`src/rtl/img2col_sched.sv`:
```
// Scheduler for one img2col layer pass: fills K-1 window rows, then streams
// tap/PU/round indices to the PU array, with ready/valid stalls on both sides.
module img2col_sched #(
    parameter int NUM_PU     = 28,
    parameter int KSIZE      = 5,
    parameter int NUM_ROUNDS = 28,
    parameter int CW         = 6
) (
    input  logic          clk,
    input  logic          rst,
    input  logic          start,
    input  logic          abort,
    input  logic          fill_ready,
    input  logic          map_ready,
    output logic          fill_valid,
    output logic          map_valid,
    output logic [CW-1:0] pu_add,
    output logic [CW-1:0] pu_no,
    output logic [CW-1:0] row_no,
    output logic [CW-1:0] round,
    output logic          busy,
    output logic          done
);

    typedef enum logic [1:0] {
        IDLE = 2'd0,
        FILL = 2'd1,
        RUN  = 2'd2,
        DONE = 2'd3
    } state_t;

    localparam logic [CW-1:0] TAP_LAST   = CW'(KSIZE - 1);
    localparam logic [CW-1:0] PU_LAST    = CW'(NUM_PU - 1);
    localparam logic [CW-1:0] ROW_FILL   = CW'(KSIZE - 2);
    localparam logic [CW-1:0] ROW_RUN    = CW'(KSIZE - 1);
    localparam logic [CW-1:0] ROUND_LAST = CW'(NUM_ROUNDS - 1);

    state_t        state_reg;
    logic [CW-1:0] pu_add_reg;
    logic [CW-1:0] pu_no_reg;
    logic [CW-1:0] row_no_reg;
    logic [CW-1:0] round_reg;
    logic          fill_valid_reg;
    logic          map_valid_reg;
    logic          busy_reg;
    logic          done_reg;

    logic tap_last;
    logic pu_last;
    logic fill_last;
    logic run_last;

    assign tap_last  = (pu_add_reg == TAP_LAST);
    assign pu_last   = (pu_no_reg == PU_LAST);
    assign fill_last = tap_last && pu_last && (row_no_reg == ROW_FILL);
    assign run_last  = tap_last && pu_last && (round_reg == ROUND_LAST);

    always_ff @(posedge clk or posedge rst) begin
        if (rst) begin
            state_reg      <= IDLE;
            pu_add_reg     <= '0;
            pu_no_reg      <= '0;
            row_no_reg     <= '0;
            round_reg      <= '0;
            fill_valid_reg <= 1'b0;
            map_valid_reg  <= 1'b0;
            busy_reg       <= 1'b0;
            done_reg       <= 1'b0;
        end else if (abort && state_reg != IDLE) begin
            // abort beats any beat completing in the same cycle
            state_reg      <= IDLE;
            pu_add_reg     <= '0;
            pu_no_reg      <= '0;
            row_no_reg     <= '0;
            round_reg      <= '0;
            fill_valid_reg <= 1'b0;
            map_valid_reg  <= 1'b0;
            busy_reg       <= 1'b0;
            done_reg       <= 1'b0;
        end else begin
            case (state_reg)
                IDLE: begin
                    pu_add_reg <= '0;
                    pu_no_reg  <= '0;
                    row_no_reg <= '0;
                    round_reg  <= '0;
                    done_reg   <= 1'b0;
                    if (start && !abort) begin
                        state_reg      <= FILL;
                        fill_valid_reg <= 1'b1;
                        busy_reg       <= 1'b1;
                    end
                end
                FILL: begin
                    if (fill_ready) begin
                        if (fill_last) begin
                            state_reg      <= RUN;
                            fill_valid_reg <= 1'b0;
                            map_valid_reg  <= 1'b1;
                            pu_add_reg     <= '0;
                            pu_no_reg      <= '0;
                            row_no_reg     <= ROW_RUN;
                            round_reg      <= '0;
                        end else if (tap_last) begin
                            pu_add_reg <= '0;
                            if (pu_last) begin
                                pu_no_reg  <= '0;
                                row_no_reg <= row_no_reg + 1'b1;
                            end else begin
                                pu_no_reg <= pu_no_reg + 1'b1;
                            end
                        end else begin
                            pu_add_reg <= pu_add_reg + 1'b1;
                        end
                    end
                end
                RUN: begin
                    if (map_ready) begin
                        if (run_last) begin
                            state_reg     <= DONE;
                            map_valid_reg <= 1'b0;
                            done_reg      <= 1'b1;
                            pu_add_reg    <= '0;
                            pu_no_reg     <= '0;
                            row_no_reg    <= '0;
                            round_reg     <= '0;
                        end else if (tap_last) begin
                            pu_add_reg <= '0;
                            if (pu_last) begin
                                pu_no_reg <= '0;
                                round_reg <= round_reg + 1'b1;
                            end else begin
                                pu_no_reg <= pu_no_reg + 1'b1;
                            end
                        end else begin
                            pu_add_reg <= pu_add_reg + 1'b1;
                        end
                    end
                end
                DONE: begin
                    state_reg <= IDLE;
                    done_reg  <= 1'b0;
                    busy_reg  <= 1'b0;
                end
                default: begin
                    state_reg      <= IDLE;
                    fill_valid_reg <= 1'b0;
                    map_valid_reg  <= 1'b0;
                    busy_reg       <= 1'b0;
                    done_reg       <= 1'b0;
                end
            endcase
        end
    end

    assign fill_valid = fill_valid_reg;
    assign map_valid  = map_valid_reg;
    assign pu_add     = pu_add_reg;
    assign pu_no      = pu_no_reg;
    assign row_no     = row_no_reg;
    assign round      = round_reg;
    assign busy       = busy_reg;
    assign done       = done_reg;

endmodule

```
`config.mk`:
```
export PLATFORM = sky130hd
export DESIGN_NAME = img2col_sched
export DESIGN_NICKNAME = d
export VERILOG_FILES = /design/src/rtl/img2col_sched.sv
export SDC_FILE = /design/constraint.sdc
export NUM_CORES = 1
export LEC_CHECK = 0
export CAP_MARGIN = 25
export CELL_PAD_IN_SITES_DETAIL_PLACEMENT = 1
export CELL_PAD_IN_SITES_GLOBAL_PLACEMENT = 2
export CORE_MARGIN = 2
export CORE_UTILIZATION = 36
export CTS_BUF_LIST = sky130_fd_sc_hd__clkbuf_4
export CTS_CLUSTER_DIAMETER = 80
export CTS_CLUSTER_SIZE = 24
export DETAILED_ROUTE_END_ITERATION = 12
export DONT_BUFFER_PORTS = 1
export GPL_TIMING_DRIVEN = 0
export PLACE_DENSITY = 0.76
export RECOVER_POWER = 50
export SYNTH_ARGS = -nofsm -noshare
export SYNTH_HDL_FRONTEND = slang
export SYNTH_SLANG_ARGS = --single-unit
```
`constraint.sdc`:
```
create_clock -name clk -period 2.6 [get_ports clk]
set_clock_uncertainty 0.2 [all_clocks]
set_input_delay 0.52 -clock clk [delete_from_list [all_inputs] [get_ports clk]]
set_output_delay 0.52 -clock clk [all_outputs]
set_load 0.01 [all_outputs]
```
==> results of run 1 <==
## Yosys cell counts
cell and instances:
a31oi_1 2, nand3_1 10, or3b_4 1, and2_1 6, inv_1 11, nand4_1 6
mux2_2 3, nor4_4 1, nand2b_1 2, xor2_1 1, clkbuf_1 2, nand4b_1 1
a41oi_2 1, a22o_1 2, a21oi_1 13, nor4_1 1, dfrtp_1 30, nor3_1 2
buf_6 1, ha_1 10, nand4bb_4 1, mux2i_1 4, o211a_1 1, nor2_1 13
or3_1 6, nand2_1 24, nor2b_1 2, a2bb2oi_1 1, a21boi_0 1, or4_1 1
o211ai_1 1, or2_2 3, o21ai_0 26, a211oi_1 2, o31ai_1 7
## stage by stage
stage	utilization	TNS, ns	setup WS (ns)	hold WS [ns]
finish	0.459	-0.754	-0.163	0.0862
global route	0.459	-2.15	-0.262	0.0699
CTS	0.446	-0.756	-0.204	0.0746
detailed placement	0.400	-6.52	-0.589	0.236
global placement	0.394	-4.59	-0.489	0.348
floorplan	-	-0.219	-0.0737	0.315
## layout make-up
cell class | count | area, sq um
flip-flops and latches | 30 | 758
clock inverters | 3 | 11.3
well taps | 67 | 83.8
multi-input cells | 155 | 1140
plain buffers | 2 | 12.5
inverters | 11 | 41.3
repair buffers | 14 | 111
fillers | 537 | 2590
clock buffers | 5 | 37.5
## per-layer routing
metal / global-route usage / vias up
met2: 0.326 / 40
met4: 0.0992 / 0
met1: 0.241 / 797
li1: - / 763
met5: 0 / -
met3: 0.0602 / 17
## cells by family after synthesis
kind of cell / after synthesis / synth area share
mux: 7 / 0.0410
fa+ha+maj: 10 / 0.0695
simple gates: 80 / 0.243
compound gates: 57 / 0.191
flops: 30 / 0.417
buf+inv: 14 / 0.0334
xor+xnor: 1 / 0.00487
## worst max-delay path: cells and delay by family (launching register included)
family,cells,cell delay (ns)
AND/OR/NAND/NOR,4,1.40
flip-flops,1,0.48
AO/OA/AOI/OAI,2,0.28
adder cells (fa/ha/maj),1,0.17
buffers and inverters,1,0.16
## power groups by stage
stage / Combinational [mW] / Clock [mW] / Sequential, mW
2_1_floorplan: 0.671 / 0 / 0.628
3_3_place_gp: 0.849 / 0 / 0.649
3_5_place_dp: 0.900 / 0 / 0.653
4_1_cts: 1.13 / 0.274 / 0.635
5_1_grt: 1.35 / 0.291 / 0.649
6_report: 1.22 / 0.261 / 0.637
## final timing paths
path                            startpoint        to  slack [ns]  depth (start not counted)
worst max-delay path              pu_no[0]  round[5]       -0.16                          8
worst min-delay path                 abort      busy        0.09                          1
worst max register to register    pu_no[0]  round[5]       -0.16                          8
worst min register to register    round[4]  round[4]        0.38                          1
max in group asynchronous              rst  pu_no[1]        0.25                          3
min in group asynchronous              rst  round[1]        0.38                          2
## repair_timing
item / CTS / global route
setup buffers: 9 / 3
hold endpoints to repair: 8 / 0
gates cloned: 0 / 0
hold buffers: 1 / 0
resized for setup: 28 / 16
endpoints found under the setup margin: 27 / 19
pin swaps: 6 / 7
==> run_results.csv, run 1 <==
group,metric,value,unit
drt,wire_per_inst,18.0,um
cells_and_area,final_common_cell,"dfrtp_1",
pwr,power.leakage,0.896,nW
synthesis,ys_seq_area_frac,0.417,
sta,layout_setup_ws,-0.163,ns
cells_and_area,final_cell_mix,"24 x dfrtp_1, 23 x nand2_1, 22 x o21ai_0",
cells_and_area,diodes,0,
worst_setup_path,cp_common_cell,"a21oi_2",
outcome,outcome,"finished with violations",
floorplanning,num_io_pins,34,
floorplanning,die_area,5580,sq um
synthesis,synth_top_cell_by_area,"dfrtp_1",
pwr,swShare,0.454,
clock_tree,cts_tree,"built",
drt,via_per_inst,5.63,
placement,io_buffers,0,
clock_tree,path_clk_slew,0.09,ns
flow_run,drv_cap,0,
global_route,grt_use_total,0.200,
clock_tree,insertion_delay,0.33,ns
synthesis,synth_top_area_share,0.417,
worst_setup_path,crit_path_end_kind,"flop",
synthesis,netlist_instances,199,
outcome,violations,"setup timing",
pwr,power.density,963,nW/um^2
drt,drtIter0Drc,51,
drt,wl_met1,2350,um
sta,rsz0062_at_grt,"yes",
pwr,clkPwrFrac,0.123,
placement,place_area,1910,sq um
pwr,comb_power_share,0.575,
synthesis,ys_warn_count,0,
placement,dpl.cell_count,267,
global_route,grt_pass1_vias,1769,
drt,via_count,1617,
synthesis,synth_seq_cells,30,
global_route,grt_pass1_wl,8350,um
global_route,grt_max_degree,23,
worst_setup_path,crit_type,"flop to flop",
global_route,overflow,0,
cells_and_area,syn_to_final_growth,22.0,%
hold_path,hold_class,"input port to flop",
drt,wl_met3,272,um
clock_tree,clockRootBuffer,"clkbuf_4",
cells_and_area,stdcell_count,287,
pwr,p_sw,959,uW
worst_setup_path,worstPathCellList,"ha_4 > nand4b_1 > nor4_4 > buf_6 > a21oi_2 > or3_4 > or4_1 > a21oi_2",
synthesis,synth_fp_nets,215,
sta,report.final.hold_viol_count,0,
synthesis,ys_top_cells_by_area,"dfrtp_1 42%, o21ai_0 7.2%, ha_1 7.0%, nand2_1 5.0%, a21oi_1 3.6%",
synthesis,yosysUniqueCellTypes,35,
pwr,worst_ir_drop_vdd,424,uV
worst_setup_path,worst-path-max-fanout,7,
drt,ant_nets,0,
worst_setup_path,critPathArrivalTime,2.83,ns
cells_and_area,layout-drive-gt1-share,0.259,
pwr,total_power,2.11,mW
floorplanning,die_w,74.7,um
worst_setup_path,cp.required,2.66,ns
floorplanning,initial_core_util,0.376,
floorplanning,core-area,4790,sq um
pwr,seqPwrFrac,0.302,
drt,drc_errors,0,
sta,min_period_over_period,1.06,
drt,routed-wl-met2,2390,um
clock_tree,numCtsBuffers,5,
worst_setup_path,start_kind,"flop",
placement,hpwl,3570,um
cells_and_area,fin_nets,235,
synthesis,syn-cell-area,1800,sq um
sta,worst_pin_slew,1.26,ns
drt,wl,5160,um
drt,maxUsedRoutingLayer,"met4",
global_route,antenna_found_initial,0,
drt,drt_first_pass_iters,4,
clock_tree,cts.sinks,30,
worst_setup_path,cp_slowest_stage_delay,0.51,ns
cells_and_area,final_cell_area,2190,sq um
sta,max_freq,0.362,GHz
worst_setup_path,critPathSlowestCell,"or4_1",
sta,min_period,2.76,ns
placement,gp_congestion,0.786,
floorplanning,rows,25,
sta,slew_headroom,0.157,
clock_tree,cts.htree.levels,2,
clock_tree,cts_buffer_depth,2,
floorplanning,die_h,74.7,um
synthesis,syn-mean-instance-area,9.04,sq um
pwr,internal_power,1.15,mW
sta,slew_viol_final,0,
sta,setup_viol,7,
Power figures use the tool's default switching activity.
==> run 2: changes to the inputs <==
--- a/config.mk
+++ b/config.mk
@@ -8,16 +8,17 @@
 export CAP_MARGIN = 25
 export CELL_PAD_IN_SITES_DETAIL_PLACEMENT = 1
 export CELL_PAD_IN_SITES_GLOBAL_PLACEMENT = 2
-export CORE_MARGIN = 2
-export CORE_UTILIZATION = 36
+export CORE_MARGIN = 4
+export CORE_UTILIZATION = 40
 export CTS_BUF_LIST = sky130_fd_sc_hd__clkbuf_4
 export CTS_CLUSTER_DIAMETER = 80
 export CTS_CLUSTER_SIZE = 24
 export DETAILED_ROUTE_END_ITERATION = 12
 export DONT_BUFFER_PORTS = 1
 export GPL_TIMING_DRIVEN = 0
-export PLACE_DENSITY = 0.76
+export PLACE_DENSITY = 0.8
 export RECOVER_POWER = 50
 export SYNTH_ARGS = -nofsm -noshare
 export SYNTH_HDL_FRONTEND = slang
 export SYNTH_SLANG_ARGS = --single-unit
+export TNS_END_PERCENT = 10
==> constraint.sdc (replaced) <==
create_clock -name clk -period 3.6 [get_ports clk]
set_clock_uncertainty 0.2 [all_clocks]
set_input_delay 0.72 -clock clk [delete_from_list [all_inputs] [get_ports clk]]
set_output_delay 0.72 -clock clk [all_outputs]
set_load 0.01 [all_outputs]
==> run 2 against run 1 <==
The flow now finishes without violations. Power down 38%. Sequential share of layout area grew 4.5 points. Wire length is 11% lower.
==> run_results.csv, run 2 (synthesis results as in run 1) <==
group,metric,value,unit
clock_tree,cts-hold-fix-buffers,0,
cells_and_area,syn_to_final_growth,6.81,%
worst_setup_path,crit_path_end_kind,"flop",
sta,fin_setup_tns,0,ns
outcome,outcome,"finished clean",
worst_setup_path,worstPathCellList,"inv_1 > ha_1 > nand4bb_4 > nor4_4 > a41oi_2 > or3_1 > buf_6 > or3b_4 > o31ai_1",
worst_setup_path,r2r_slack,0.38,ns
worst_setup_path,cp.required,3.64,ns
pwr,worst_ir_drop_vdd,331,uV
sta,max_freq,0.311,GHz
floorplanning,core-area,4350,sq um
drt,drc_errors,0,
pwr,comb_power_share,0.485,
worst_setup_path,path_depth,9,
sta,layout_setup_ws,0.384,ns
cells_and_area,fin_nets,223,
sta,min_period,3.22,ns
pwr,power.density,677,nW/um^2
worst_setup_path,crit_type,"flop to flop",
cells_and_area,stdcell_count,260,
drt,via_per_inst,5.94,
worst_setup_path,critPathTopFamily,"simple AND/OR/NAND/NOR gates",
worst_setup_path,worst-path-max-fanout,10,
hold_path,hold_class,"input port to async pin",
clock_tree,insertion_delay,0.34,ns
floorplanning,num_io_pins,34,
global_route,overflow,0,
sta,report.final.hold_viol_count,0,
global_route,grt_use_total,0.175,
drt,via_count,1545,
cells_and_area,final_cell_mix,"30 x dfrtp_1, 26 x o21ai_0, 24 x nand2_1",
pwr,seqPwrFrac,0.357,
drt,ant_nets,0,
pwr,total_power,1.30,mW
clock_tree,cts.htree.levels,2,
floorplanning,initial_core_util,0.413,
pwr,p_sw,598,uW
worst_setup_path,critPathSlowestCell,"dfrtp_1",
worst_setup_path,reg2reg_to,"row_no[5]",
floorplanning,die_h,75.1,um
clock_tree,numCtsBuffers,5,
worst_setup_path,crit_end,"row_no[5]",
clock_tree,cts.sinks,30,
floorplanning,die_w,75.1,um
cells_and_area,final_util,0.441,
sta,setup_viol,0,
sta,rsz0062_at_grt,"no",
placement,gp_congestion,0.785,
floorplanning,rows,24,
floorplanning,die_area,5630,sq um
worst_setup_path,cp_slowest_stage_delay,0.49,ns
worst_setup_path,reg2regPathDepth,9,
clock_tree,cts_setup_buffers,0,
drt,wire_per_inst,17.8,um
flow_run,drv_cap,0,
worst_setup_path,r2r-start,"pu_add[0]",
pwr,swShare,0.460,
sta,hold_slack,0.0659,ns
sta,slew_viol_final,0,
worst_setup_path,startpoint,"pu_add[0]",
worst_setup_path,critPathArrivalTime,3.26,ns
sta,min_period_over_period,0.893,
placement,hpwl,3570,um
placement,dp_slack,0.408,ns
cells_and_area,final_cell_area,1920,sq um
placement,dpl.cell_count,252,
pwr,power.leakage,0.823,nW
worst_setup_path,path_buf_inv,2,
global_route,antenna_found_initial,0,
cells_and_area,layout-drive-gt1-share,0.0865,
drt,wl,4620,um
cells_and_area,diodes,0,
placement,place_area,1890,sq um
drt,drtIter0Drc,55,
clock_tree,path_clk_slew,0.11,ns
clock_tree,clockRootBuffer,"clkbuf_4",
placement,io_buffers,0,
drt,drt_first_pass_iters,6,
sta,worst_pin_slew,1.18,ns
global_route,grt_pass1_wl,7510,um
global_route,grt_pass1_vias,1591,
cells_and_area,final_common_cell,"dfrtp_1",
sta,slew_headroom,0.215,
global_route,grt_max_degree,21,
worst_setup_path,start_kind,"flop",
clock_tree,cts_buffer_depth,2,
pwr,clkPwrFrac,0.158,
pwr,internal_power,703,uW
clock_tree,ctsResizeCount,0,
clock_tree,cts_tree,"built",
[run 2: power groups by stage]
stage | Combinational (mW) | Sequential [mW] | Clock [mW]
after floorplan | 0.484 | 0.453 | 0
after CTS | 0.643 | 0.466 | 0.211
after global placement | 0.609 | 0.470 | 0
after global routing | 0.724 | 0.475 | 0.226
final | 0.632 | 0.464 | 0.206
after detailed placement | 0.640 | 0.473 | 0
[run 2: per-layer routing]
layer,routed length [um],vias up,GRT usage
li1,-,736,-
met2,2180,34,0.285
met5,0,-,0
met4,48,0,0.0474
met1,2100,770,0.220
met3,290,5,0.0601
[run 2: worst min path at each step]
stage | start | to | slack [ns]
after global placement | round[4] | round[4] | 0.36
after global routing | rst | busy | 0.08
after detailed placement | round[4] | round[4] | 0.38
final | rst | fill_valid | 0.07
after floorplan | round[4] | round[4] | 0.33
after CTS | rst | fill_valid | 0.10
[run 2: area by class of cell]
| class | instances | area, sq um |
|---|---|---|
| repair buffers | 1 | 3.75 |
| multi-input cells | 155 | 988 |
| clock buffers | 6 | 45.0 |
| well taps | 52 | 65.1 |
| clock inverters | 2 | 8.76 |
| flip-flops and latches | 30 | 751 |
| plain buffers | 3 | 18.8 |
| inverters | 11 | 41.3 |
| fillers | 516 | 2430 |
